<file path="config.mk">
export PLATFORM = sky130hd
export DESIGN_NAME = regfile_wb_arbiter_flat
export DESIGN_NICKNAME = d
export VERILOG_FILES = /design/src/rtl/regfile_wb_arbiter_if.sv /design/src/rtl/regfile_wb_arbiter.sv /design/src/flat_wrapper.sv
export SDC_FILE = /design/constraint.sdc
export NUM_CORES = 1
export LEC_CHECK = 0
export BUFFER_PORTS_ARGS = -buffer_cell sky130_fd_sc_hd__buf_2
export CORE_UTILIZATION = 45
export CTS_CLUSTER_SIZE = 25
export DETAILED_ROUTE_END_ITERATION = 8
export GPL_ROUTABILITY_DRIVEN = 0
export PLACE_DENSITY = 0.77
export SKIP_LAST_GASP = 1
export SLEW_MARGIN = 5
export SYNTH_ARGS = -nofsm -noshare
export SYNTH_HDL_FRONTEND = slang
export SYNTH_SLANG_ARGS = --single-unit
export TNS_END_PERCENT = 10
</file>
<file path="constraint.sdc">
create_clock -name clk -period 1.6 [get_ports clk]
set_input_delay 0.32 -clock clk [delete_from_list [all_inputs] [get_ports clk]]
set_output_delay 0.32 -clock clk [all_outputs]
set_load 0.01 [all_outputs]
</file>
<file path="src/rtl/regfile_wb_arbiter_if.sv">
// Writeback bus between the execute/memory stages, the issue hazard logic
// and the register file write port.
interface regfile_wb_arbiter_if #(
  parameter int DATA_W = 32,
  parameter int ADDR_W = 5
);
  logic              alu_valid;
  logic              alu_ready;
  logic [ADDR_W-1:0] alu_rd;
  logic [DATA_W-1:0] alu_data;
  logic              mem_valid;
  logic              mem_ready;
  logic [ADDR_W-1:0] mem_rd;
  logic [DATA_W-1:0] mem_data;
  logic              rsv_en;
  logic [ADDR_W-1:0] rsv_rd;
  logic [ADDR_W-1:0] chk_rs;
  logic [ADDR_W-1:0] chk_rt;
  logic              rs_busy;
  logic              rt_busy;
  logic              rf_we;
  logic [ADDR_W-1:0] rf_wa;
  logic [DATA_W-1:0] rf_wd;

  // Pipeline-stage side: issues requests, reservations and hazard lookups.
  modport master (
    output alu_valid, alu_rd, alu_data,
    output mem_valid, mem_rd, mem_data,
    output rsv_en, rsv_rd, chk_rs, chk_rt,
    input  alu_ready, mem_ready, rs_busy, rt_busy,
    input  rf_we, rf_wa, rf_wd
  );

  // Arbiter side: grants requests and drives the register file write port.
  modport slave (
    input  alu_valid, alu_rd, alu_data,
    input  mem_valid, mem_rd, mem_data,
    input  rsv_en, rsv_rd, chk_rs, chk_rt,
    output alu_ready, mem_ready, rs_busy, rt_busy,
    output rf_we, rf_wa, rf_wd
  );
endinterface

</file>
<file path="src/rtl/regfile_wb_arbiter.sv">
// Round-robin arbiter for the register file write port (ALU vs load data)
// with a per-register busy scoreboard for RAW hazard detection.
module regfile_wb_arbiter #(
  parameter int DATA_W = 32,
  parameter int ADDR_W = 5
) (
  input logic                clk,
  input logic                rst_n,
  regfile_wb_arbiter_if.slave bus
);
  localparam int NREG = 2 ** ADDR_W;

  typedef enum logic {GNT_ALU, GNT_MEM} grant_e;

  grant_e            last_grant;
  logic              grant_alu;
  logic              grant_mem;
  logic              xfer;
  logic [ADDR_W-1:0] sel_rd;
  logic [DATA_W-1:0] sel_data;

  logic              rf_we_q;
  logic [ADDR_W-1:0] rf_wa_q;
  logic [DATA_W-1:0] rf_wd_q;
  logic [NREG-1:0]   busy;
  logic [NREG-1:0]   busy_nxt;

  // NOTE: combinational blocks use blocking assignments and give every output a
  // default first, so the block reads top-down and no latch can be inferred.
  always_comb begin
    grant_alu = bus.alu_valid && (!bus.mem_valid || last_grant == GNT_MEM);
    grant_mem = bus.mem_valid && !grant_alu;
    xfer      = grant_alu || grant_mem;
    sel_rd    = grant_alu ? bus.alu_rd   : bus.mem_rd;
    sel_data  = grant_alu ? bus.alu_data : bus.mem_data;
  end

  // Clear is applied before set so a reservation on the retiring edge wins.
  always_comb begin
    busy_nxt = busy;
    if (rf_we_q)    busy_nxt[rf_wa_q]    = 1'b0;
    if (bus.rsv_en) busy_nxt[bus.rsv_rd] = 1'b1;
    busy_nxt[0] = 1'b0;
  end

  // NOTE: sequential state uses non-blocking assignments so every flop samples
  // the pre-edge values regardless of statement order.
  // NOTE: the scoreboard is a flop vector, not a RAM, and must be reset so no
  // phantom hazard stalls issue after reset.
  always_ff @(posedge clk or negedge rst_n) begin
    if (!rst_n) begin
      last_grant <= GNT_MEM;
      rf_we_q    <= 1'b0;
      rf_wa_q    <= '0;
      rf_wd_q    <= '0;
      busy       <= '0;
    end else begin
      busy    <= busy_nxt;
      rf_we_q <= xfer && (sel_rd != '0);
      if (xfer) begin
        last_grant <= grant_alu ? GNT_ALU : GNT_MEM;
        rf_wa_q    <= sel_rd;
        rf_wd_q    <= sel_data;
      end
    end
  end

  assign bus.alu_ready = grant_alu;
  assign bus.mem_ready = grant_mem;
  assign bus.rf_we     = rf_we_q;
  assign bus.rf_wa     = rf_wa_q;
  assign bus.rf_wd     = rf_wd_q;
  assign bus.rs_busy   = busy[bus.chk_rs];
  assign bus.rt_busy   = busy[bus.chk_rt];
endmodule
</file>
<file path="src/flat_wrapper.sv">
// flat-port wrapper written by rule: the top's interface ports become plain ports
module regfile_wb_arbiter_flat 
#(
  parameter int DATA_W = 32,
  parameter int ADDR_W = 5
)
  (clk, rst_n, bus_alu_valid, bus_alu_rd, bus_alu_data, bus_mem_valid, bus_mem_rd, bus_mem_data, bus_rsv_en, bus_rsv_rd, bus_chk_rs, bus_chk_rt, bus_alu_ready, bus_mem_ready, bus_rs_busy, bus_rt_busy, bus_rf_we, bus_rf_wa, bus_rf_wd);
  regfile_wb_arbiter_if #(.DATA_W(DATA_W), .ADDR_W(ADDR_W)) bus_i ();
  input logic clk;
  input logic rst_n;
  input wire logic [$bits(bus_i.alu_valid)-1:0] bus_alu_valid;
  input wire logic [$bits(bus_i.alu_rd)-1:0] bus_alu_rd;
  input wire logic [$bits(bus_i.alu_data)-1:0] bus_alu_data;
  input wire logic [$bits(bus_i.mem_valid)-1:0] bus_mem_valid;
  input wire logic [$bits(bus_i.mem_rd)-1:0] bus_mem_rd;
  input wire logic [$bits(bus_i.mem_data)-1:0] bus_mem_data;
  input wire logic [$bits(bus_i.rsv_en)-1:0] bus_rsv_en;
  input wire logic [$bits(bus_i.rsv_rd)-1:0] bus_rsv_rd;
  input wire logic [$bits(bus_i.chk_rs)-1:0] bus_chk_rs;
  input wire logic [$bits(bus_i.chk_rt)-1:0] bus_chk_rt;
  output wire logic [$bits(bus_i.alu_ready)-1:0] bus_alu_ready;
  output wire logic [$bits(bus_i.mem_ready)-1:0] bus_mem_ready;
  output wire logic [$bits(bus_i.rs_busy)-1:0] bus_rs_busy;
  output wire logic [$bits(bus_i.rt_busy)-1:0] bus_rt_busy;
  output wire logic [$bits(bus_i.rf_we)-1:0] bus_rf_we;
  output wire logic [$bits(bus_i.rf_wa)-1:0] bus_rf_wa;
  output wire logic [$bits(bus_i.rf_wd)-1:0] bus_rf_wd;
  assign bus_i.alu_valid = bus_alu_valid;
  assign bus_i.alu_rd = bus_alu_rd;
  assign bus_i.alu_data = bus_alu_data;
  assign bus_i.mem_valid = bus_mem_valid;
  assign bus_i.mem_rd = bus_mem_rd;
  assign bus_i.mem_data = bus_mem_data;
  assign bus_i.rsv_en = bus_rsv_en;
  assign bus_i.rsv_rd = bus_rsv_rd;
  assign bus_i.chk_rs = bus_chk_rs;
  assign bus_i.chk_rt = bus_chk_rt;
  assign bus_alu_ready = bus_i.alu_ready;
  assign bus_mem_ready = bus_i.mem_ready;
  assign bus_rs_busy = bus_i.rs_busy;
  assign bus_rt_busy = bus_i.rt_busy;
  assign bus_rf_we = bus_i.rf_we;
  assign bus_rf_wa = bus_i.rf_wa;
  assign bus_rf_wd = bus_i.rf_wd;
  regfile_wb_arbiter #(.DATA_W(DATA_W), .ADDR_W(ADDR_W)) u_core (.clk(clk), .rst_n(rst_n), .bus(bus_i));
endmodule
</file>
* Yosys cells after proc, flatten, opt, wreduce, memory -nomap -nowiden
Index checks and enable logic that the tools add are counted.
** Word-level totals
- Register bits :: 70
- Input port bits :: 94
- Output and inout port bits :: 42
** Operators by class
- Magnitude comparators :: 6
- Multiplexer cells :: 13
- Bitwise logic cells :: 3
- Reductions and logical operators :: 10
** Operator list (count)
- two-way mux 32 bit :: 3
- AND 32 bit :: 1
- inverter 32 bit :: 1
- bitwise OR 32 bit :: 1
- less-than comparator 5 x 6 -> 1 bit, second input constant :: 4
- binary-select mux 1 bit (select 5 bit) :: 2
- demux 1 bit (select 5 bit) :: 2
- greater-or-equal comparator 5 x 1 -> 1 bit, second input constant :: 2
- logical AND 1 bit :: 5
- two-way mux 1 bit :: 5
- two-way mux 5 bit :: 1
- nonzero test 5 bit :: 1
- zero test 1 bit :: 2
- logical OR 1 bit :: 2

* Logic depth before layout (Yosys ltp)
- Word-level depth :: 9
- Depth in mapped cells :: 6
- Gate-level depth less buffers :: 4

* Worst setup path after synthesis
Ideal clock, no wire load.
- Path type :: input port to output port
- Start :: input port bus_chk_rs[0]
- End :: output port bus_rs_busy
- Data arrival time :: 1370 ps
- Data required time :: 1280 ps
- Slack :: -90 ps
- Cell stages on the path :: 5
- Path buffers :: 1
- Cells stage by stage :: buf_2 > mux4_2 > nand2b_1 > o211ai_1 > nand4_1
** On the way
- Longest elaborated chain between the ends :: 2
** RTL lines
- start, declared :: line flat_wrapper.sv:19 : input wire logic [$bits(bus_i.chk_rs)-1:0] bus_chk_rs;
- binary-select mux 1 bit (select 5 bit) :: line regfile_wb_arbiter.sv:73 : assign bus.rs_busy = busy[bus.chk_rs];
- two-way mux 1 bit (implied by the code) :: line regfile_wb_arbiter.sv:73
- end, declared :: line flat_wrapper.sv:23 : output wire logic [$bits(bus_i.rs_busy)-1:0] bus_rs_busy;
Every way passes these cells. The select of a mux whose other input is x is not followed.

* Worst setup path in the final report
- Start :: register u_core.busy[7]
- End :: output port bus_rs_busy
** On the way
- Longest elaborated chain between the ends :: 2
** RTL lines
- start, declared :: line regfile_wb_arbiter.sv:25 : logic [NREG-1:0] busy;
- start signal, assigned :: line regfile_wb_arbiter.sv:58 : busy <= busy_nxt;
- binary-select mux 1 bit (select 5 bit) :: line regfile_wb_arbiter.sv:73
- two-way mux 1 bit (implied by the code) :: line regfile_wb_arbiter.sv:73
Every way passes these cells. The select of a mux whose other input is x is not followed.

==> flow_summary.toml <==
[setup_path]
start_kind = "flop"
reg2reg_from = "u_core.bus.rf_wa[0]$_DFFE_PN0P_"
r2r-end = "u_core.busy[8]$_DFF_PN0_"
r2r_slack_ns = 0.15
critPathArrivalTime_ns = 1.70
crit_fanout = 3
reg2reg_depth = 3
required_ns = 1.28
critPathLaunch = "u_core.busy[7]$_DFF_PN0_"
critPathCapture = "bus_rs_busy"
setup.worst_path.end_class = "primary output"
worstSetupPathType = "reg2out"

[yosys]
ys_types = 26
synth_area_leaders = "dfrtp_1 (47%), mux2i_1 (15%), o21ai_0 (8.8%)"
syn_inst = 369
yosysWarnings = 0
syn_nets = 463
synth_seq_cells = 70
synth_top_area_share = 0.474
avgSynthCellArea_um2 = 9.88
synth-edff-count = 0
yosysSeqAreaShare = 0.481
synth_top_cell_by_area = "dfrtp_1"
synthTopCellsByCount = "dfrtp_1 (69), o21ai_0 (64), mux2i_1 (55), nor2_1 (45), a21oi_1 (43)"
synth_ff_type = "dfrtp_1"
synthArstFlopShare = 1.00
synth_most_common_cell = "dfrtp_1"
syn_area_um2 = 3650

[floorplanning]
rows = 32
initial_utilization = 0.469
fp.dieW_um = 92.0
coreArea_um2 = 7770
fp.dieH_um = 92.0
dieArea_um2 = 8470
pin_count = 136

[layout]
stdcell_count = 618
drive_gt1_frac = 0.357
register_area_um2 = 1750
multiInputGateArea_um2 = 1820
antenna_cells = 0
stdcell_area_um2 = 4730
area_growth_pct = 29.8
nFillCells = 719
fin_nets = 605

[power_and_ir_drop]
p_sw_frac = 0.337
p_int_mw = 3.70
leakagePower_nw = 2.21
p_seq_frac = 0.480
power_density_nw_per_um2 = 1180
total_switching_power_mw = 1.88
combPwrFrac = 0.297
p_total_mw = 5.58
clkPwrFrac = 0.223
ir_drop_mv = 0.660

[detailed_routing]
post_drt_wl_per_cell_um = 16.3
viasPerCell = 5.61
first_pass_iters = 6
vias = 3467
drtIter0Drc = 182
drcViolationCount = 0
drt-total-wl_um = 10000
ant_nets = 0

[place]
place_ws_ns = -0.213
dp_cells = 600
numPortBuffers = 135
placed_area_um2 = 4520
dp_hpwl_um = 7480

[global_routing]
grt_antenna_before_repair = 0
grt_overflow = 0
grt_max_degree = 40
grt_pass1_vias = 3512
grt_first_pass_wirelength_um = 16500
grt_use_total = 0.251

[clock_network]
clk_pin_slew_ns = 0.07
htree_levels = 3
clk_path_buf_depth = 2
tritoncts = "built"
cts_buffers = 9
clockRootBuffer = "clkbuf_8"
cts_sinks = 70
clk_latency_ns = 0.35

[hold_path]
min_path_type = "in2reg"

[timing]
rsz0062_at_grt = "yes"
maxSlewHeadroom = 0.688
worst_slack_ns = -0.423
fmax_mhz = 494
fin_skew_ns = 0.00948
drv_slew = 0
tightestPinTransition_ns = 0.468
tns_ns = -0.948
setup_viol = 3
fin_crit_sh = 1.26
finalCriticalPeriod_ns = 2.02
hold_viol_final = 0

[run_status]
violations = "negative setup slack"
status = "finished, violations left"

[job]
cap_violations = 0
==> flip-flops by register name (all words and copies together), names as in the netlist <==
register,flops
u_core.bus.rf_wa,5
u_core.busy,31
u_core.bus.rf_we,1
u_core.last_grant,1
u_core.bus.rf_wd,32
==> worst max-delay path, stage by stage, from the launching register on <==
cell      delay, ns
dfrtp_1        0.40
mux4_2         0.46
nand2b_1       0.15
o211ai_1       0.09
nand4_1        0.10
buf_2          0.15
==> through the flow <==
stage               hold WS [ns]  utilization
global route               0.198        0.609
CTS                        0.162        0.607
detailed placement         0.297        0.582
global placement           0.295        0.582
finish                     0.164        0.609
floorplan                 0.0244            -
==> cells in the final DEF (no fill, tap or decap), types with 3 or more instances in the layout <==
cell type  instances
a21oi_1           43
a22oi_1            4
buf_12             3
buf_2            135
buf_4             14
clkbuf_8          10
clkinv_2           3
dfrtp_1           69
inv_1              4
mux2i_1           55
mux4_2             6
nand2_1            5
nand2b_4           3
nand3_1           12
nand3b_1          10
nor2_1            45
nor2b_1            4
o211ai_1           3
o21ai_0           64
or3b_2             5
==> what timing repair did <==
| item | 4_1_cts | 5_1_grt |
|---|---|---|
| hold buffers | 1 | 0 |
| setup buffers | 0 | 1 |
| endpoints found under the hold margin | 15 | 0 |
| resized for setup | 3 | 1 |
| endpoints found under the setup margin | 4 | 4 |
| pin swaps | 3 | 1 |
==> power groups by stage <==
stage | Combinational (mW) | Sequential, mW | Clock (mW)
finish | 1.66 | 2.68 | 1.25
global placement | 1.54 | 2.65 | 0
global route | 1.85 | 2.74 | 1.34
detailed placement | 1.59 | 2.70 | 0
floorplan | 0.974 | 2.62 | 0
CTS | 1.62 | 2.66 | 1.27
==> logic make-up after synthesis <==
group / after synthesis / share of synthesized area
mux: 61 / 0.188
compound gates: 118 / 0.170
flops: 70 / 0.481
simple gates: 94 / 0.130
buf+inv: 26 / 0.0312
==> worst min-delay path by stage <==
| stage | slack (ns) | depth (start not counted) | from | to |
|---|---|---|---|---|
| after global placement | 0.29 | 1 | rst_n | u_core.busy[10]$_DFF_PN0_ |
| after detailed placement | 0.30 | 1 | rst_n | u_core.busy[24]$_DFF_PN0_ |
| after global routing | 0.20 | 2 | bus_alu_valid | u_core.last_grant$_DFFE_PN1P_ |
| after CTS | 0.16 | 2 | bus_alu_valid | u_core.last_grant$_DFFE_PN1P_ |
| after floorplan | 0.02 | 0 | rst_n | u_core.bus.rf_wa[0]$_DFFE_PN0P_ |
| final | 0.16 | 2 | bus_alu_valid | u_core.last_grant$_DFFE_PN1P_ |
==> final cells by class <==
type                            count  share of cell area
Multi-Input combinational cell    273               0.384
Sequential cell                    70               0.371
Tap cell                          102              0.0270
Inverter                            4             0.00317
Timing Repair Buffer              153               0.180
Clock inverter                      4             0.00476
Clock buffer                       12              0.0307
==> metal layers <==
metal	vias to the layer above	global-route usage	wire length, µm
li1	1635	-	-
met1	1628	0.302	4030
met2	180	0.414	4770
met3	24	0.0746	953
met4	0	0.121	286
met5	-	0	0
(Power assumes the default switching activity.)
